### src/rtl/mem_share_ctrl.sv
// Shared single-port register memory: self-initialises mem[i] = i after reset,
// then serves two requesters round-robin at one access per cycle.

module mem_share_rport #(
    parameter int DW = 3
) (
    input  logic          clk,
    input  logic          rst,
    input  logic          rd_en,
    input  logic [DW-1:0] mem_rdata,
    output logic          rvalid,
    output logic [DW-1:0] rdata
);

    logic          rvalid_q, rvalid_d;
    logic [DW-1:0] rdata_q, rdata_d;

    // rdata only moves on a granted read, so it holds between reads
    always_comb begin
        rvalid_d = rd_en;
        rdata_d  = rd_en ? mem_rdata : rdata_q;
    end

    always_ff @(posedge clk or posedge rst) begin
        if (rst) begin
            rvalid_q <= 1'b0;
            rdata_q  <= '0;
        end else begin
            rvalid_q <= rvalid_d;
            rdata_q  <= rdata_d;
        end
    end

    assign rvalid = rvalid_q;
    assign rdata  = rdata_q;

endmodule

module mem_share_ctrl #(
    parameter int AW    = 3,
    parameter int DEPTH = 8,
    parameter int DW    = 3
) (
    input  logic          clk,
    input  logic          rst,
    input  logic          req_a,
    input  logic          we_a,
    input  logic [AW-1:0] addr_a,
    input  logic [DW-1:0] wdata_a,
    output logic          gnt_a,
    output logic          rvalid_a,
    output logic [DW-1:0] rdata_a,
    input  logic          req_b,
    input  logic          we_b,
    input  logic [AW-1:0] addr_b,
    input  logic [DW-1:0] wdata_b,
    output logic          gnt_b,
    output logic          rvalid_b,
    output logic [DW-1:0] rdata_b,
    output logic          init_done
);

    typedef enum logic {INIT, SERVE} state_e;

    state_e        state_q, state_d;
    logic [AW-1:0] cnt_q, cnt_d;
    logic          ptr_q, ptr_d;          // 0 = A has priority, 1 = B
    logic          init_done_q, init_done_d;

    logic [DW-1:0] mem_q [DEPTH];

    // index 0 = requester A, index 1 = requester B
    logic [1:0]           req, we, gnt, rd_en, rvalid;
    logic [1:0][AW-1:0]   addr;
    logic [1:0][DW-1:0]   wdata, rdata;
    logic                 sel;
    logic                 mem_we;
    logic [AW-1:0]        mem_waddr;
    logic [DW-1:0]        mem_wdata;
    logic [DW-1:0]        mem_rdata;

    assign req   = {req_b, req_a};
    assign we    = {we_b, we_a};
    assign addr  = {addr_b, addr_a};
    assign wdata = {wdata_b, wdata_a};

    always_comb begin
        gnt = '0;
        if (state_q == SERVE) begin
            if (req[0] && (!req[1] || !ptr_q))
                gnt[0] = 1'b1;
            else if (req[1])
                gnt[1] = 1'b1;
        end
    end

    assign sel   = gnt[1];
    assign rd_en = gnt & ~we;

    // INIT owns the write port; in SERVE only a granted write reaches it
    always_comb begin
        if (state_q == INIT) begin
            mem_we    = 1'b1;
            mem_waddr = cnt_q;
            mem_wdata = DW'(cnt_q);
        end else begin
            mem_we    = |gnt && we[sel];
            mem_waddr = addr[sel];
            mem_wdata = wdata[sel];
        end
    end

    assign mem_rdata = mem_q[addr[sel]];

    always_comb begin
        state_d = state_q;
        cnt_d   = cnt_q;
        ptr_d   = ptr_q;
        case (state_q)
            INIT: begin
                cnt_d = cnt_q + 1'b1;
                if (cnt_q == {AW{1'b1}})
                    state_d = SERVE;
            end
            default: begin
                if (gnt[0])
                    ptr_d = 1'b1;
                else if (gnt[1])
                    ptr_d = 1'b0;
            end
        endcase
        init_done_d = (state_d == SERVE);
    end

    always_ff @(posedge clk or posedge rst) begin
        if (rst) begin
            state_q     <= INIT;
            cnt_q       <= '0;
            ptr_q       <= 1'b0;
            init_done_q <= 1'b0;
        end else begin
            state_q     <= state_d;
            cnt_q       <= cnt_d;
            ptr_q       <= ptr_d;
            init_done_q <= init_done_d;
        end
    end

    // storage is deliberately unreset; INIT rewrites every entry
    always_ff @(posedge clk) begin
        if (mem_we)
            mem_q[mem_waddr] <= mem_wdata;
    end

    for (genvar i = 0; i < 2; i++) begin : g_rport
        mem_share_rport #(.DW(DW)) u_rport (
            .clk       (clk),
            .rst       (rst),
            .rd_en     (rd_en[i]),
            .mem_rdata (mem_rdata),
            .rvalid    (rvalid[i]),
            .rdata     (rdata[i])
        );
    end

    assign gnt_a     = gnt[0];
    assign gnt_b     = gnt[1];
    assign rvalid_a  = rvalid[0];
    assign rvalid_b  = rvalid[1];
    assign rdata_a   = rdata[0];
    assign rdata_b   = rdata[1];
    assign init_done = init_done_q;

endmodule

### config.mk
export PLATFORM = sky130hd
export DESIGN_NAME = mem_share_ctrl
export DESIGN_NICKNAME = d
export VERILOG_FILES = /design/src/rtl/mem_share_ctrl.sv
export SDC_FILE = /design/constraint.sdc
export NUM_CORES = 1
export LEC_CHECK = 0
export ABC_AREA = 0
export CORE_MARGIN = 8
export CORE_UTILIZATION = 45
export CTS_CLUSTER_DIAMETER = 40
export DETAILED_ROUTE_END_ITERATION = 10
export MAX_ROUTING_LAYER = met4
export PLACE_DENSITY = 0.67
export SYNTH_ARGS = -nofsm -noshare
export SYNTH_HDL_FRONTEND = slang
export SYNTH_SLANG_ARGS = --single-unit
### constraint.sdc
create_clock -name clk -period 2.8 [get_ports clk]
set_input_delay 0.56 -clock clk [delete_from_list [all_inputs] [get_ports clk]]
set_output_delay 0.56 -clock clk [all_outputs]
set_load 0.005 [all_outputs]
==> impl_results.md, run 1 <==
- Final period util: roughly 96%
- Worst path arrival time: 2140 ps
- Final core occ: 54.7%
- Finished Layout Cells: 266
- First-pass GRT wire length: 7.89 mm
- Post-CTS setup buffers: 0
- Top-Level Pins: 29
- All-Layer GR Usage: 14.5%
- WP data required: around 2200 ps
- Post-placement cell area: ~2400 µm²
- Final Hold Vio Count: 0
- Cell count after placement: roughly 260
- Pre-CTS WS: 78.6 ps
- Final WS setup: 103 ps
- Fin Setup TNS: 0 ps
- Max-slew violation count: 0
- Post-Syn Nets: roughly 200
- Rows: 25
- Starting Density: 45.5%
- Clk_skew: 2.68 ps
- Detailed placer's ending HPWL: 3.91 mm
- Synth Register Bits: 37
- Hold Crit Class: flop to flop
- Htree depth: 2
- Most used DFF post-synth: edfxtp_1
- Gpl congestion: 0.909
- Most frequent cell after synthesis: edfxtp_1
- Clock Path Buffers: 2
- Power per Cell Area: 536 nW/µm²
- Vias/cell: 5.94
- Yosys cell types: 45
- Drt drc: 0
- NumNets Final: 231
- CP cell instances: clkdlybuf4s50_1, nand2b_1, nand2_4, inv_1, clkdlybuf4s50_1
- Number of synthesized flops with an enable pin: 24
- Area growth, synth to finish: 20.3%
- Status: complete, no violations
- Avg Cell Area, Syn: between 10 and 15 µm²
- Sequential fraction of the synthesis area: between 40% and 50%
- Post-route cell area: 2530 µm²
- Drt pass-1 iters: 4
- Drt total wl: 4.93 mm
- CP max stage delay: 530 ps
- Unrepaired setup endpoints after global routing: no
- Root buf cell: clkbuf_8
- FFs w/ async S/R, synth: 35.1%
- VDD IR max: 0.000210 V
- CP startpoint kind: input pin
- Top cells by count, synth: 24 x edfxtp_1, 18 x mux2i_1, 13 x dfrtp_1, 13 x nor2_1
- Share of cells above drive strength 1: 17.5%
- CTS tree: yes
- Post-cts sizing count: 0
- Die ar.: 7120 µm²
- Die height: 84.4 µm
- Max Cap Viol: 0
- ANT cells: 0
- Minimum clock period: between 2000 and 3000 ps
- Synth top area cells: edfxtp_1 34%, dfrtp_1 15%, mux2i_1 8.6%
- Yosys top cell by area: edfxtp_1
- Initial antenna violation count: 0
- Post-route ant nets: 0
- CTS hold repair buffers: 0
- DRT iter0 DRCs: 170
- Fmax: 371 MHz
- Vias in the first global route: 1588
- Slew @ Worst Pin: 463 ps
- Num CTS Buffers: 5
- Largest net degree at the start of global routing: 14
- Clock Sinks: 37
- CP max-delay cell: clkdlybuf4s50_1
- Worst-path fanout max: 10
- Crit path top cell by count: clkdlybuf4s50_1
- Yosys top cell area share: 34.2%
- Clk_lat worst skew: just under 300 ps
- Mapped cell area: around 2100 µm²
- Detailed-route via count: ~1600
- Clock-pin slew on the worst setup and hold paths: 70 ps
- Setup-failing EPs final: 0
- Synth Instances: 178
- Static Leak: 0.954 nW
- Grt ovf: 0
- Port bufs: 28
- Relative slew slack: roughly two thirds
- Chip width: 84.4 µm
- CP Class: input pin to output pin
- Core area: 4630 µm²
- Synth warn: 0
- Routed wire per std cell: 18.5 µm
- Crit end category: output pin
through the flow:
step | power [mW] | hold WS (ps)
after floorplan | 0.796 | 437
after global placement | 0.904 | 508
after detailed placement | 0.914 | 544
after CTS | 1.37 | 554
after global routing | 1.42 | 578
final | 1.36 | 540
registers in the layout, indices dropped and copies added, names as in the netlist:
signal / count
init_done: 1
ptr_q: 1
cnt_q: 3
mem_q: 24
g_rport.u_rport.rvalid: 2
g_rport.u_rport.rdata: 6
logic make-up (layout without fill, tap and decap cells):
logic type / after synthesis / after routing / share of synthesized area (%)
AND/OR/NAND/NOR: 60 / 60 / 17.2
flip-flops: 37 / 37 / 49.7
AO/OA/AOI/OAI: 35 / 35 / 12.5
multiplexers: 26 / 26 / 12.8
buffers and inverters: 17 / 51 / 6.12
adder cells (fa/ha/maj): 2 / 2 / 1.19
XOR/XNOR: 1 / 1 / 0.416
final timing paths:
kind / start / endpoint / slack [ps] / cells past startpoint
min: cnt_q[0]$_DFFE_PP0N_ / cnt_q[0]$_DFFE_PP0N_ / 540 / 1
min reg2reg: cnt_q[0]$_DFFE_PP0N_ / cnt_q[0]$_DFFE_PP0N_ / 540 / 1
min in group asynchronous: rst / cnt_q[2]$_DFFE_PP0N_ / 580 / 2
max in group asynchronous: rst / g_rport[0].u_rport.rdata[2]$_DFFE_PP0P_ / 1890 / 2
max reg2reg: ptr_q$_DFFE_PP0P_ / mem_q[1][0]$_DFFE_PP_ / 640 / 5
max: req_a / gnt_b / 100 / 5
worst max-delay path: cells and delay by family:
kind	cells	cell delay (ps)
buffers and inverters	3	1110
AND/OR/NAND/NOR	2	470
power by group:
group / internal [mW] / switching, mW
Combinational: 0.127 / 0.133
Clock: 0.267 / 0.186
Sequential: 0.624 / 0.0192
cell usage in the layout, fill, tap and decap left out, drive strengths merged, types with 4 or more instances in the layout:
| cell type | netlist | final |
|---|---|---|
| edfxtp | 24 | 24 |
| o2111ai | 6 | 6 |
| mux2 | 8 | 8 |
| a31oi | 10 | 10 |
| o21ai | 5 | 5 |
| nor3 | 8 | 8 |
| nor2 | 14 | 14 |
| clkdlybuf4s50 | 0 | 28 |
| or2 | 5 | 5 |
| a2111oi | 6 | 6 |
| mux2i | 18 | 18 |
| dfrtp | 13 | 13 |
| nand2 | 10 | 10 |
| buf | 9 | 11 |
| inv | 4 | 4 |
| nor2b | 4 | 4 |
| nor4 | 6 | 6 |
| clkbuf | 4 | 6 |
layout make-up:
class / count / area (µm²)
Clock buffer: 6 / 72.6
Tap cell: 54 / 67.6
Sequential cell: 37 / 1050
Timing Repair Buffer: 39 / 363
Inverter: 4 / 15.0
Multi-Input combinational cell: 124 / 931
Clock inverter: 2 / 38.8
Fill cell: 389 / 2100
per-layer routing:
layer | track usage (%) | up-vias | part of all wire (%)
met4 | 5.83 | 0 | 1.7
met2 | 24.9 | 63 | 50
met3 | 3.32 | 8 | 5.4
met1 | 15.8 | 755 | 43
li1 | - | 753 | -
met5 | - | - | 0
Power figures use the tool's default switching activity.
==> run 2, diff against run 1 <==
Settings changed: GPL_TIMING_DRIVEN set to 1.
==> results of run 2 <==
No change in the layout: final DEF, timing and power equal those of run 1.
